===== src/rtl/aec_result_fmt_if.sv =====
// rtl/aec_result_fmt_if.sv - result-in / character-out stream bundle for aec_result_fmt
// hex_sel exists only when AEC_FMT_HEX_EN is defined.
interface aec_result_fmt_if;
   logic       in_valid;
   logic [6:0] in_result;
`ifdef AEC_FMT_HEX_EN
   logic       hex_sel;
`endif
   logic       out_valid;
   logic       out_ready;
   logic [7:0] out_char;
   logic       out_last;

`ifdef AEC_FMT_HEX_EN
   modport master (output in_valid, in_result, hex_sel, out_ready,
                   input  out_valid, out_char, out_last);
   modport slave  (input  in_valid, in_result, hex_sel, out_ready,
                   output out_valid, out_char, out_last);
`else
   modport master (output in_valid, in_result, out_ready,
                   input  out_valid, out_char, out_last);
   modport slave  (input  in_valid, in_result, out_ready,
                   output out_valid, out_char, out_last);
`endif
endinterface


===== src/rtl/aec_result_fmt.sv =====
// rtl/aec_result_fmt.sv - converts 7-bit results to ASCII decimal text on a byte stream
// Optional two-digit lowercase hex mode when AEC_FMT_HEX_EN is defined.
module aec_result_fmt #(
   parameter logic [7:0] TERM_CHAR = 8'h0A,
   parameter bit         EMIT_TERM = 1'b1,
   parameter int         DROP_W    = 4
) (
   input  logic              clk,
   input  logic              rst_n,
   aec_result_fmt_if.slave   io,
   output logic              busy,
   output logic [DROP_W-1:0] drop_cnt
);
   typedef enum logic [1:0] {IDLE, CONV, EMIT, TERM} state_t;

   state_t            state_q, state_d;
   logic [18:0]       dd_q, dd_d;     // {hundreds, tens, ones, binary}
   logic [2:0]        cnt_q, cnt_d;
   logic [1:0]        idx_q, idx_d;
   logic [DROP_W-1:0] drop_q, drop_d;
   logic [3:0]        hund, tens, ones, digit;
   logic              valid_w, xfer;
`ifdef AEC_FMT_HEX_EN
   logic              hex_q, hex_d;
`endif

   function automatic logic [18:0] dd_step(input logic [18:0] v);
      logic [18:0] t;
      t = v;
      for (int i = 0; i < 3; i++) begin
         if (t[7+4*i +: 4] >= 4'd5) t[7+4*i +: 4] = t[7+4*i +: 4] + 4'd3;
      end
      return {t[17:0], 1'b0};
   endfunction

   assign hund    = dd_q[18:15];
   assign tens    = dd_q[14:11];
   assign ones    = dd_q[10:7];
   assign valid_w = (state_q == EMIT) || (state_q == TERM);
   assign xfer    = valid_w && io.out_ready;

   always_comb begin
      digit = ones;
      case (idx_q)
         2'd0:    digit = hund;
         2'd1:    digit = tens;
         default: digit = ones;
      endcase
   end

   // Digits above 9 only occur in hex mode and map to 'a'..'f'.
   always_comb begin
      io.out_char = 8'h00;
      if (state_q == TERM)
         io.out_char = TERM_CHAR;
      else if (state_q == EMIT)
         io.out_char = (digit < 4'd10) ? 8'h30 + {4'd0, digit} : 8'h57 + {4'd0, digit};
   end

   assign io.out_valid = valid_w;
   assign io.out_last  = (state_q == TERM) || (state_q == EMIT && idx_q == 2'd2 && !EMIT_TERM);
   assign busy         = (state_q != IDLE);
   assign drop_cnt     = drop_q;

   always_comb begin
      state_d = state_q;
      dd_d    = dd_q;
      cnt_d   = cnt_q;
      idx_d   = idx_q;
      drop_d  = drop_q;
`ifdef AEC_FMT_HEX_EN
      hex_d   = hex_q;
`endif
      if (io.in_valid && state_q != IDLE && drop_q != {DROP_W{1'b1}})
         drop_d = drop_q + 1'b1;

      case (state_q)
         IDLE: begin
            if (io.in_valid) begin
               state_d = CONV;
               dd_d    = {12'd0, io.in_result};
               cnt_d   = 3'd0;
`ifdef AEC_FMT_HEX_EN
               hex_d   = io.hex_sel;
               // Hex nibbles go straight into the tens/ones slots; the
               // preset count makes CONV last a single cycle.
               if (io.hex_sel) begin
                  dd_d  = {4'd0, 1'b0, io.in_result[6:4], io.in_result[3:0], 7'd0};
                  cnt_d = 3'd7;
               end
`endif
            end
         end
         CONV: begin
            if (cnt_q == 3'd7) begin
               state_d = EMIT;
               idx_d   = (hund != 4'd0) ? 2'd0 : (tens != 4'd0) ? 2'd1 : 2'd2;
`ifdef AEC_FMT_HEX_EN
               if (hex_q) idx_d = 2'd1;
`endif
            end else begin
               dd_d  = dd_step(dd_q);
               cnt_d = cnt_q + 3'd1;
            end
         end
         EMIT: begin
            if (xfer) begin
               if (idx_q == 2'd2) state_d = EMIT_TERM ? TERM : IDLE;
               else               idx_d   = idx_q + 2'd1;
            end
         end
         TERM: begin
            if (xfer) state_d = IDLE;
         end
         default: state_d = IDLE;
      endcase
   end

   always_ff @(posedge clk or negedge rst_n) begin
      if (!rst_n) begin
         state_q <= IDLE;
         dd_q    <= '0;
         cnt_q   <= '0;
         idx_q   <= '0;
         drop_q  <= '0;
`ifdef AEC_FMT_HEX_EN
         hex_q   <= 1'b0;
`endif
      end else begin
         state_q <= state_d;
         dd_q    <= dd_d;
         cnt_q   <= cnt_d;
         idx_q   <= idx_d;
         drop_q  <= drop_d;
`ifdef AEC_FMT_HEX_EN
         hex_q   <= hex_d;
`endif
      end
   end
endmodule


===== src/flat_wrapper.sv =====
// flat-port wrapper written by rule: the top's interface ports become plain ports
module aec_result_fmt_flat 
#(
   parameter logic [7:0] TERM_CHAR = 8'h0A,
   parameter bit         EMIT_TERM = 1'b1,
   parameter int         DROP_W    = 4
)
  (clk, rst_n, busy, drop_cnt, io_in_valid, io_in_result, io_out_ready, io_out_valid, io_out_char, io_out_last);
  aec_result_fmt_if io_i ();
  input  logic clk;
  input  logic rst_n;
  output logic busy;
  output logic [DROP_W-1:0] drop_cnt;
  input wire logic [$bits(io_i.in_valid)-1:0] io_in_valid;
  input wire logic [$bits(io_i.in_result)-1:0] io_in_result;
  input wire logic [$bits(io_i.out_ready)-1:0] io_out_ready;
  output wire logic [$bits(io_i.out_valid)-1:0] io_out_valid;
  output wire logic [$bits(io_i.out_char)-1:0] io_out_char;
  output wire logic [$bits(io_i.out_last)-1:0] io_out_last;
  assign io_i.in_valid = io_in_valid;
  assign io_i.in_result = io_in_result;
  assign io_i.out_ready = io_out_ready;
  assign io_out_valid = io_i.out_valid;
  assign io_out_char = io_i.out_char;
  assign io_out_last = io_i.out_last;
  aec_result_fmt #(.TERM_CHAR(TERM_CHAR), .EMIT_TERM(EMIT_TERM), .DROP_W(DROP_W)) u_core (.clk(clk), .rst_n(rst_n), .io(io_i), .busy(busy), .drop_cnt(drop_cnt));
endmodule

===== config.mk =====
export PLATFORM = sky130hd
export DESIGN_NAME = aec_result_fmt_flat
export DESIGN_NICKNAME = d
export VERILOG_FILES = /design/src/rtl/aec_result_fmt_if.sv /design/src/rtl/aec_result_fmt.sv /design/src/flat_wrapper.sv
export SDC_FILE = /design/constraint.sdc
export NUM_CORES = 1
export LEC_CHECK = 0
export CELL_PAD_IN_SITES_DETAIL_PLACEMENT = 1
export CELL_PAD_IN_SITES_GLOBAL_PLACEMENT = 2
export CORE_MARGIN = 2
export CORE_UTILIZATION = 37
export CTS_CLUSTER_DIAMETER = 150
export DETAILED_ROUTE_END_ITERATION = 16
export GPL_ROUTABILITY_DRIVEN = 0
export GPL_TIMING_DRIVEN = 0
export PLACE_DENSITY = 0.94
export SLEW_MARGIN = 20
export SYNTH_ARGS = -nofsm -noshare
export SYNTH_HDL_FRONTEND = slang
export SYNTH_SLANG_ARGS = --single-unit

===== constraint.sdc =====
create_clock -name clk -period 4.4 [get_ports clk]
set_input_delay 0.88 -clock clk [delete_from_list [all_inputs] [get_ports clk]]
set_output_delay 0.88 -clock clk [all_outputs]
set_load 0.01 [all_outputs]

==> results.md, run 1 <==
* WL met3 at 103 microns
* Final critical-path required period at 3.336 ns
* Antenna diode instance count at 0
* Num rows at 26
* Top flip-flop cell by instance count after synthesis: sky130_fd_sc_hd__dfrtp_1
* Max rail drop VDD at 0.2259 mV
* Distinct cell type count after synthesis at 44
* Die footprint at 5740 sq um
* Die height at 75.77 microns
* Transition time of the tightest slew-check pin at 0.6923 ns
* Port buffer count at 24
* Area occupied by multi-input gates at 1052 sq um
* Clock latency on the worst-skew pair at 0.28 ns
* Via count at 1474
* Standard cell core area at 5042 sq um
* Final antenna-violating net count at 0
* Total number of clock tree sinks at 30
* Number of nets produced by synthesis at 226
* Initial antenna violation count at 0
* Maximum number of buffers from clock root to sink at 2
* Final count of negative-setup-slack endpoints at 0
* Post-route core utilization at 0.4583
* Buffer cell driving the clock tree root: sky130_fd_sc_hd__clkbuf_8
* Areal power density over the cells at 615.6 nW/um^2
* Global-route wire length before repair at 6658 microns
* Met1 Routed Length at 2023 microns
* Die width at 75.77 microns
* Final Power at 0.001423 W
* Post-route DRC at 0
* Met2 wire length at 1938 microns
* Worst path required time at 3.52 ns
* Leakage power of the design at 1.059 nW
* Synthesis Warnings at 0
* Starting density of the core at 0.3779
* Share of final-layout standard cells stronger than drive strength 1 at 0.1057
* Maximum number of pins on one net before global-route repair at 31
* Growth of design area from synthesis to finish at 21.27%
* Router iterations before antenna repair at 4
* Clock-pin slew of the registers on the worst-case setup and hold paths at 0.06 ns
* Cell count after synthesis at 197
* Via-to-Cell Ratio at 4.963
* Number of buffers added by the clock tree synthesis step at 5
* Post CTS Setup Buffer Count at 0
* DP HPWL at 3058 microns
* Quantity of hold-fixing buffers added after cts at 0
* IO Pins at 26
* Max-capacitance violation count at 0
* Class of the tightest hold or removal check: flip-flop to flip-flop
* Final Hold Slack at 0.4846 ns
* Worst Setup Path Type: flip-flop to output port
* TritonCTS clock tree: built
* Arrival time worst endpoint at 2.46 ns
* Part of the Yosys area used for sequential elements at 0.3940
* Fraction of registers with async set/reset at 1.000
* DRT Wirelength at 4107 microns
* FF/Latch Area at 750.7 sq um
* Vias in the first global route at 1424
* Hold path depth at 2
* Total of cells resized after clock tree synthesis at 0
* Worst slew margin at 0.5385
* Highest attainable clock frequency at 0.2997 GHz
* Total grt overflow at 0
* Number of fill cells at 606
* Total global-route track usage at 0.1565
* Run status: finished, final reports clean
* Final hold violation count at 0
* Crit Path Max Fanout at 6
* DR WL/cell at 13.83 microns
* Post-synth EDFFs at 0
* R2R cell count at 7
* Register bit count reported by yosys at 30
* Final setup skew at 0.002962 ns
* Critical Path End Type: output port
* Cell total after placement at 291
* Post-layout net count at 257
* Final cell count without fillers at 297
* Violation count after the first detailed-route iteration at 32
* Critical path startpoint category: flip-flop
* Unrepaired setup endpoints after global routing: false
* Mean cell area of the mapped netlist at 9.673 sq um
* Total negative slack at 0 ns
* Pins Over Slew Limit at 0
* Total standard cell area after synthesis at 1906 sq um
* Final clock period utilization by the worst path at 0.7583
* Top layer reached by signal wires: met4
* H-tree depth at 2
critical path, stage by stage (launching register included):
cell and delay, ns:
sky130_fd_sc_hd__dfrtp_1 0.38, sky130_fd_sc_hd__inv_1 0.09, sky130_fd_sc_hd__ha_1 0.28, sky130_fd_sc_hd__a22oi_1 0.24
sky130_fd_sc_hd__o31ai_2 0.15, sky130_fd_sc_hd__a2111o_1 0.41, sky130_fd_sc_hd__o21ai_1 0.08, sky130_fd_sc_hd__clkdlybuf4s50_1 0.54
final timing paths:
path | start | to | slack (ns)
setup / recovery | u_core.idx_q[0] | io_out_char[0] | 1.06
hold / removal | u_core.dd_q[4] | u_core.dd_q[4] | 0.48
setup reg to reg | u_core.state_q[1] | u_core.dd_q[10] | 2.53
hold reg to reg | u_core.dd_q[4] | u_core.dd_q[4] | 0.48
max in group asynchronous | rst_n | u_core.dd_q[7] | 3.31
min in group asynchronous | rst_n | u_core.state_q[1] | 0.64
report_power, final:
part | internal (W) | leakage (nW) | total (W) | switching, W
sequential | 0.000369 | 0.384 | 0.000446 | 0.0000767
combinational | 0.000347 | 0.632 | 0.000756 | 0.000409
clock | 0.000120 | 0.0431 | 0.000220 | 0.0000999
synthesized netlist by cell type (2+ instances only):
library cell	number	area, sq um
sky130_fd_sc_hd__nand2b_1	8	50.05
sky130_fd_sc_hd__mux2_2	2	22.52
sky130_fd_sc_hd__nor2_1	7	26.28
sky130_fd_sc_hd__nand2_1	21	78.83
sky130_fd_sc_hd__o21ai_0	18	90.09
sky130_fd_sc_hd__inv_1	15	56.30
sky130_fd_sc_hd__nor3_1	2	10.01
sky130_fd_sc_hd__mux2i_1	10	100.1
sky130_fd_sc_hd__a22oi_1	2	15.01
sky130_fd_sc_hd__a21oi_1	8	40.04
sky130_fd_sc_hd__buf_2	4	20.02
sky130_fd_sc_hd__nor3b_1	3	22.52
sky130_fd_sc_hd__a22o_1	10	87.58
sky130_fd_sc_hd__nand4_1	2	12.51
sky130_fd_sc_hd__dfrtp_1	30	750.7
sky130_fd_sc_hd__o21ai_1	3	15.01
sky130_fd_sc_hd__xnor2_1	5	43.79
sky130_fd_sc_hd__a21oi_2	2	17.52
sky130_fd_sc_hd__and2_1	2	12.51
sky130_fd_sc_hd__xor2_1	2	17.52
sky130_fd_sc_hd__ha_1	18	225.2
sequential cells by signal, indices dropped and copies added, names as in the netlist:
signal	flops
u_core.dd_q	19
u_core.drop_cnt	4
u_core.cnt_q	3
u_core.idx_q	2
u_core.state_q	2
layout by cell type (no fill, tap or decap), types with 2 or more instances in the layout:
cell / instances
sky130_fd_sc_hd__a21oi_1: 8
sky130_fd_sc_hd__clkdlybuf4s50_1: 23
sky130_fd_sc_hd__nand2b_1: 8
sky130_fd_sc_hd__a22o_1: 10
sky130_fd_sc_hd__nor2_1: 7
sky130_fd_sc_hd__a22oi_1: 2
sky130_fd_sc_hd__a21oi_2: 2
sky130_fd_sc_hd__o21ai_1: 3
sky130_fd_sc_hd__buf_2: 5
sky130_fd_sc_hd__ha_1: 18
sky130_fd_sc_hd__mux2_2: 2
sky130_fd_sc_hd__xnor2_1: 5
sky130_fd_sc_hd__nor3_1: 2
sky130_fd_sc_hd__mux2i_1: 10
sky130_fd_sc_hd__and2_1: 2
sky130_fd_sc_hd__clkbuf_8: 6
sky130_fd_sc_hd__nand2_1: 21
sky130_fd_sc_hd__dfrtp_1: 30
sky130_fd_sc_hd__nand4_1: 2
sky130_fd_sc_hd__nor3b_1: 3
sky130_fd_sc_hd__xor2_1: 2
sky130_fd_sc_hd__inv_1: 15
sky130_fd_sc_hd__o21ai_0: 18
layout make-up:
class | instances | share of cell area
Multi-Input combinational cell | 144 | 0.4553
Sequential cell | 30 | 0.3249
Timing Repair Buffer | 24 | 0.1018
Tap cell | 70 | 0.03790
Clock buffer | 6 | 0.03573
Inverter | 16 | 0.02599
Buffer | 7 | 0.01841
stage by stage:
step,cell area (sq um),setup slack (ns)
floorplan,1906,1.997
global placement,2233,1.393
detailed placement,2228,1.356
CTS,2311,1.050
global route,2311,0.9418
finish,2311,1.064
per-layer routing:
metal	GRT usage	vias up
met4	0.04678	0
met3	0.04762	4
li1	-	745
met5	0	-
met2	0.2490	23
met1	0.2053	702
cells by family after synthesis:
family,after synthesis,synth area share
other cells,1,0.001968
xor+xnor,7,0.03217
buf+inv,23,0.05384
simple gates,50,0.1326
mux,12,0.06435
compound gates,56,0.2029
flops,30,0.3940
fa+ha+maj,18,0.1182
No activity file was read; power rests on OpenSTA's default activity.
==> run 2: changes to the inputs <==
--- a/config.mk
+++ b/config.mk
@@ -8,12 +8,12 @@
 export CELL_PAD_IN_SITES_DETAIL_PLACEMENT = 1
 export CELL_PAD_IN_SITES_GLOBAL_PLACEMENT = 2
 export CORE_MARGIN = 2
-export CORE_UTILIZATION = 37
+export CORE_UTILIZATION = 31
 export CTS_CLUSTER_DIAMETER = 150
 export DETAILED_ROUTE_END_ITERATION = 16
 export GPL_ROUTABILITY_DRIVEN = 0
 export GPL_TIMING_DRIVEN = 0
-export PLACE_DENSITY = 0.94
+export PLACE_DENSITY = 0.85
 export SLEW_MARGIN = 20
 export SYNTH_ARGS = -nofsm -noshare
 export SYNTH_HDL_FRONTEND = slang
==> constraint.sdc (replaced) <==
create_clock -name clk -period 3 [get_ports clk]
set_input_delay 0.6 -clock clk [delete_from_list [all_inputs] [get_ports clk]]
set_output_delay 0.6 -clock clk [all_outputs]
set_load 0.01 [all_outputs]
==> run 2 against run 1 <==
Net effect: non-clock buffer count grew 1; total power grew 63%; count of clock-buffer cells in the layout is the same; clock skew grew 0.0025 ns; via count grew 1.4%; worst hold slack lost 0.14 ns; clock power grew 140%; critical path type unchanged; combinational power grew 52%; cell area grew 4.1%; worst setup slack lost 1.0 ns.
==> results.md, run 2 (synthesis gave the netlist of run 1 again) <==
* Run status: finished, final reports clean
* H-tree depth at 2 (unchanged)
* Largest reg by FF count: u_core.dd_q
* Final antenna-violating net count at 0 (unchanged)
* TritonCTS clock tree: built
* Growth of design area from synthesis to finish at 26.20%
* Router iterations before antenna repair at 4 (unchanged)
* Final setup skew at 0.005466 ns (+0.002504 ns)
* Number of flip-flops in the largest register at 19 (unchanged)
* Final cell count without fillers at 305 (+2.7%)
* Critical Path End Type: output port
* Cell total after placement at 296 (+1.7%)
* Critical path's largest stage delay at 0.55 ns (about the same)
* Clock-pin slew of the registers on the worst-case setup and hold paths at 0.07 ns (about the same)
* Total global-route track usage at 0.1447 (-0.01182)
* Most common cell after layout, fill and taps aside: sky130_fd_sc_hd__dfrtp_1
* Die height at 82.40 microns (+8.8%)
* Die footprint at 6790 sq um (+18%)
* Violation count after the first detailed-route iteration at 40 (+25%)
* Final count of negative-setup-slack endpoints at 0 (unchanged)
* Total number of clock tree sinks at 30 (unchanged)
* Crit Reg-Reg Endpoint: u_core.dd_q[10]
* Transition time of the tightest slew-check pin at 0.6820 ns (-0.01030 ns)
* Areal power density over the cells at 966.3 nW/um^2 (+57%)
* Share of final-layout standard cells stronger than drive strength 1 at 0.1261 (+0.02036)
* DP HPWL at 3112 microns (+1.8%)
* Post-layout net count at 258 (+0.39%)
* Via-to-Cell Ratio at 4.898 (-1.3%)
* Max-capacitance violation count at 0 (unchanged)
* Final hold violation count at 0 (unchanged)
* CP Cell Sequence: inv_1, ha_2, a22oi_1, o31ai_2, a2111o_1, o21ai_1, clkdlybuf4s50_1
* Final clock period utilization by the worst path at 0.9912
* DRT Wirelength at 4313 microns (+5.0%)
* Port buffer count at 24 (unchanged)
* Num rows at 28 (+7.7%)
* Pins Over Slew Limit at 0 (unchanged)
* Highest attainable clock frequency at 0.3363 GHz
* Post-route DRC at 0 (unchanged)
* Maximum number of pins on one net before global-route repair at 31 (unchanged)
* Maximum number of buffers from clock root to sink at 2 (unchanged)
* Commonest cells after routing, fill and taps aside: 30 x sky130_fd_sc_hd__dfrtp_1, 23 x sky130_fd_sc_hd__clkdlybuf4s50_1, 21 x sky130_fd_sc_hd__nand2_1, 18 x sky130_fd_sc_hd__o21ai_0, 16 x sky130_fd_sc_hd__ha_1
* Max rail drop VDD at 0.3854 mV (+71%)
* Via count at 1494 (+1.4%)
* Critical path startpoint category: flip-flop
* DR WL/cell at 14.14 microns (+2.3%)
* Number of buffers added by the clock tree synthesis step at 5 (unchanged)
* Leakage power of the design at 1.092 nW (+3.1%)
* Post-route core utilization at 0.4062 (-0.05214)
* Unrepaired setup endpoints after global routing: true
* Global-route wire length before repair at 7307 microns (+9.7%)
* Antenna diode instance count at 0 (unchanged)
* Quantity of hold-fixing buffers added after cts at 0 (unchanged)
* Vias in the first global route at 1506 (+5.8%)
* Slowest cell on the critical path: sky130_fd_sc_hd__clkdlybuf4s50_1
* Worst reg2reg setup slack at 1.16 ns (-1.37 ns)
* Total grt overflow at 0 (unchanged)
* Critical register-to-register path startpoint: u_core.state_q[1]
* Class of the tightest hold or removal check: input pin to asynchronous set/reset pin
* Final critical-path required period at 2.974 ns
* Clock latency on the worst-skew pair at 0.29 ns (about the same)
* Worst Setup Path Type: flip-flop to output port
* Buffer cell driving the clock tree root: sky130_fd_sc_hd__clkbuf_8
* Worst path required time at 2.40 ns (-1.12 ns)
* Die width at 82.40 microns (+8.8%)
* R2R cell count at 7 (unchanged)
* Initial antenna violation count at 0 (unchanged)
* Worst slew margin at 0.5453 (+0.006866)
* Crit Path Max Fanout at 6 (unchanged)
* Standard cell core area at 5921 sq um (+17%)
* Starting density of the core at 0.3219 (-0.05606)
* IO Pins at 26 (unchanged)
* Arrival time worst endpoint at 2.37 ns (-0.09 ns)
## run 2: changes by cell type in the layout (fill, tap and decap cells not counted)
cell                        before  now
sky130_fd_sc_hd__bufinv_16       0    2
sky130_fd_sc_hd__nor2_2          1    0
sky130_fd_sc_hd__ha_4            0    1
sky130_fd_sc_hd__buf_4           1    2
sky130_fd_sc_hd__ha_2            0    1
sky130_fd_sc_hd__nor2_4          0    1
sky130_fd_sc_hd__ha_1           18   16
## run 2: worst max-delay path, delay by kind of cell (launching register included)
kind	cells	cell delay, ns
AOI/OAI and AO/OA	4	0.83
buffers and inverters	2	0.64
DFF	1	0.37
adders and majority gates	1	0.23
## run 2: layout make-up
type / count / area, sq um
Inverter: 16 / 60.06
Sequential cell: 30 / 750.7
Multi-Input combinational cell: 144 / 1072
Clock inverter: 2 / 60.06
Buffer: 7 / 42.54
Timing Repair Buffer: 25 / 242.7
Tap cell: 75 / 93.84
Clock buffer: 6 / 82.58
Fill cell: 705 / 3516
## run 2: through the flow
stage | setup TNS (ns) | area, sq um | hold WS (ns) | total power (W) | setup WS (ns)
finish | 0 | 2405 | 0.3468 | 0.002324 | 0.02649
global route | -0.1441 | 2405 | 0.3992 | 0.002528 | -0.08877
CTS | 0 | 2397 | 0.3789 | 0.002355 | 0.01024
detailed placement | 0 | 2235 | 0.4801 | 0.001803 | 0.2238
global placement | 0 | 2240 | 0.4651 | 0.001768 | 0.2560
floorplan | 0 | 1906 | 0.3044 | 0.001392 | 0.8773
## run 2: per-layer routing
metal | track usage | share of wire | vias up
li1 | - | - | 750
met1 | 0.1888 | 0.50 | 712
met2 | 0.2331 | 0.45 | 25
met3 | 0.02935 | 0.031 | 7
met4 | 0.06000 | 0.020 | 0
met5 | 0 | 0 | -
## run 2: report_power, final
group          leakage [nW]  total, W  switching [W]  internal [W]
clock                0.0714  0.000523       0.000169      0.000354
combinational         0.636   0.00115       0.000621      0.000528
sequential            0.384  0.000651       0.000109      0.000542
## run 2: what timing repair did
item	4_1_cts	5_1_grt
endpoints found under the setup margin	2	4
resized for setup	4	0
gates cloned	0	0
setup buffers	0	1
pin swaps	0	1
## run 2: worst max-delay path by stage
stage,from,end,slack [ns],cells after the start
floorplan,u_core.idx_q[0],io_out_char[0],0.88,6
global placement,u_core.idx_q[0],io_out_char[0],0.26,7
detailed placement,u_core.idx_q[0],io_out_char[0],0.22,7
CTS,u_core.idx_q[1],io_out_char[1],0.01,7
global route,u_core.idx_q[1],io_out_char[0],-0.09,7
finish,u_core.idx_q[1],io_out_char[0],0.03,7
==> run 3: changes to the inputs <==
--- a/config.mk
+++ b/config.mk
@@ -13,7 +13,7 @@
 export DETAILED_ROUTE_END_ITERATION = 16
 export GPL_ROUTABILITY_DRIVEN = 0
 export GPL_TIMING_DRIVEN = 0
-export PLACE_DENSITY = 0.85
+export PLACE_DENSITY = 0.86
 export SLEW_MARGIN = 20
 export SYNTH_ARGS = -nofsm -noshare
 export SYNTH_HDL_FRONTEND = slang
==> run 3 against run 2 <==
Net effect: worst setup slack better by 0.019 ns; die area is the same; flip-flop and latch count unchanged; global-route usage increased by 0.20 points; clock skew barely moved; first-iteration DRC count is 10% higher; critical path type unchanged; sequential power hardly changed; register-to-register slack lost 0.04 ns; routed wire length increased by 5.5%; critical endpoint is now io_out_char[1]; critical path depth stayed put.
==> results.md, run 3 (synthesis gave the netlist of run 1 again) <==
* Initial antenna violation count at 0 (unchanged)
* Most common cell after layout, fill and taps aside: sky130_fd_sc_hd__dfrtp_1
* Met1 Routed Length at 2165 microns (+1.2%)
* Critical path startpoint category: flip-flop
* Via-to-Cell Ratio at 5.075 (+3.6%)
* Global-route wire length before repair at 7569 microns (+3.6%)
* Final hold violation count at 0 (unchanged)
* Worst slew margin at 0.5303 (-0.01506)
* Total grt overflow at 0 (unchanged)
* Final antenna-violating net count at 0 (unchanged)
* Final Power at 0.002359 W (+1.5%)
* Clock latency on the worst-skew pair at 0.28 ns (about the same)
* Number of fill cells at 673 (-4.5%)
* Max rail drop VDD at 0.4018 mV (+4.2%)
* Final critical-path required period at 2.954 ns (-0.01942 ns)
* Total negative slack at 0 ns (unchanged)
* Vias in the first global route at 1610 (+6.9%)
* Total global-route track usage at 0.1467 (+0.002003)
* Critical Path End Type: output port
* Transition time of the tightest slew-check pin at 0.7046 ns (+0.02260 ns)
* WL met3 at 155 microns (+17%)
* Setup slack after placement at 0.2596 ns (+0.03584 ns)
* Final count of negative-setup-slack endpoints at 0 (unchanged)
* Worst Setup Path Type: flip-flop to output port
* Final clock period utilization by the worst path at 0.9847 (-0.006474)
* Highest attainable clock frequency at 0.3385 GHz (+0.66%)
* Standard cell core area at 5921 sq um (unchanged)
* Maximum number of pins on one net before global-route repair at 31 (unchanged)
* Worst path required time at 2.40 ns (about the same)
* Leakage power of the design at 1.124 nW (+3.0%)
* Die footprint at 6790 sq um (unchanged)
* Number of buffers added by the clock tree synthesis step at 5 (unchanged)
* Arrival time worst endpoint at 2.35 ns (-0.02 ns)
* Critical path origin: u_core.idx_q[0]
* Class of the tightest hold or removal check: input pin to asynchronous set/reset pin
* Die width at 82.40 microns (unchanged)
* Top layer reached by signal wires: met4
* Via count at 1548 (+3.6%)
* Pins Over Slew Limit at 0 (unchanged)
* DRT Wirelength at 4549 microns (+5.5%)
* Final worst-path setup slack at 0.04591 ns (+0.01942 ns)
* TritonCTS clock tree: built
* Run status: finished, final reports clean
* Commonest cells after routing, fill and taps aside: 30 x sky130_fd_sc_hd__dfrtp_1, 22 x sky130_fd_sc_hd__clkdlybuf4s50_1, 21 x sky130_fd_sc_hd__nand2_1, 18 x sky130_fd_sc_hd__o21ai_0, 16 x sky130_fd_sc_hd__ha_1
* Final setup skew at 0.005686 ns (+0.0002197 ns)
* DR WL/cell at 14.91 microns (+5.5%)
* Post-route DRC at 0 (unchanged)
* Maximum number of buffers from clock root to sink at 2 (unchanged)
* Cell total after placement at 296 (unchanged)
* Violation count after the first detailed-route iteration at 44 (+10%)
* Starting density of the core at 0.3219 (unchanged)
* Crit Path Max Fanout at 6 (unchanged)
* Router iterations before antenna repair at 4 (unchanged)
* Share of final-layout standard cells stronger than drive strength 1 at 0.1348 (+0.008696)
* Final cell count without fillers at 305 (unchanged)
* Total number of clock tree sinks at 30 (unchanged)
* Num rows at 28 (unchanged)
* Growth of design area from synthesis to finish at 28.82%
* Areal power density over the cells at 961.1 nW/um^2 (-0.54%)
* Number of flip-flops in the largest register at 19 (unchanged)
* Clock-pin slew of the registers on the worst-case setup and hold paths at 0.07 ns (about the same)
* Buffer cell driving the clock tree root: sky130_fd_sc_hd__clkbuf_8
* IO Pins at 26 (unchanged)
* H-tree depth at 2 (unchanged)
* Largest reg by FF count: u_core.dd_q
* Met2 wire length at 2168 microns (+11%)
* Max-capacitance violation count at 0 (unchanged)
* Antenna diode instance count at 0 (unchanged)
* Critical register-to-register path startpoint: u_core.state_q[1]
* DP HPWL at 3273 microns (+5.2%)
* Port buffer count at 24 (unchanged)
* Die height at 82.40 microns (unchanged)
* Post-layout net count at 258 (unchanged)
## run 3: cell types whose count changed in the layout (fill, tap and decap cells not counted)
cell,before,now
sky130_fd_sc_hd__a21oi_2,2,0
sky130_fd_sc_hd__a21oi_4,0,2
sky130_fd_sc_hd__a22o_1,10,9
sky130_fd_sc_hd__a22o_4,0,1
sky130_fd_sc_hd__a22oi_1,2,1
sky130_fd_sc_hd__a22oi_2,0,1
sky130_fd_sc_hd__clkdlybuf4s50_1,23,22
sky130_fd_sc_hd__dlymetal6s2s_1,0,1
sky130_fd_sc_hd__ha_2,1,0
sky130_fd_sc_hd__ha_4,1,2
sky130_fd_sc_hd__o31ai_2,1,0
sky130_fd_sc_hd__o31ai_4,0,1
## run 3: path summary, 6_finish.rpt
check / slack [ns] / endpoint / depth (start not counted)
worst max-delay path: 0.05 / io_out_char[1] / 7
worst min-delay path: 0.36 / u_core.state_q[1] / 1
min in group clk: 0.49 / u_core.dd_q[1] / 2
max in group asynchronous: 2.18 / u_core.dd_q[10] / 1
worst max register to register: 1.12 / u_core.dd_q[10] / 7
worst min register to register: 0.49 / u_core.dd_q[1] / 2
## run 3: final cells by class
class | instances | area [sq um] | share of cell area
Timing Repair Buffer | 25 | 245.2 | 0.09990
Sequential cell | 30 | 750.7 | 0.3058
Clock buffer | 6 | 82.58 | 0.03364
Buffer | 7 | 42.54 | 0.01733
Inverter | 16 | 60.06 | 0.02446
Multi-Input combinational cell | 144 | 1120 | 0.4562
Tap cell | 75 | 93.84 | 0.03823
Clock inverter | 2 | 60.06 | 0.02446
## run 3: per-stage QoR
step | hold WS [ns] | cell area (sq um) | util
after floorplan | 0.3044 | 1906 | -
after global routing | 0.4104 | 2455 | 0.4146
after detailed placement | 0.4773 | 2235 | 0.3774
after global placement | 0.4660 | 2240 | 0.3783
after CTS | 0.3864 | 2382 | 0.4024
final | 0.3632 | 2455 | 0.4146
## run 3: routing by layer
layer,up-vias,global-route usage
li1,748,-
met1,765,0.1858
met2,28,0.2524
met3,7,0.03043
met4,0,0.04000
met5,-,0
## run 3: repair_timing
action / in CTS / in global routing
hold buffers: 0 / 0
cloned: 0 / 0
endpoints found under the setup margin: 2 / 5
resized for setup: 2 / 9
hold endpoints to repair: 0 / 0
pin swaps: 0 / 1
buffers inserted: 0 / 1
## run 3: power breakdown
group / total [W] / switching (W) / internal, W
clock: 0.000520 / 0.000165 / 0.000354
combinational: 0.00119 / 0.000644 / 0.000542
sequential: 0.000654 / 0.000113 / 0.000541
## run 3: critical path, cell delays in order (launching register included)
cell                              delay, ns
sky130_fd_sc_hd__dfrtp_1               0.38
sky130_fd_sc_hd__buf_4                 0.15
sky130_fd_sc_hd__ha_4                  0.19
sky130_fd_sc_hd__a22oi_2               0.23
sky130_fd_sc_hd__o31ai_4               0.14
sky130_fd_sc_hd__o211a_1               0.23
sky130_fd_sc_hd__a211o_1               0.27
sky130_fd_sc_hd__clkdlybuf4s50_1       0.48
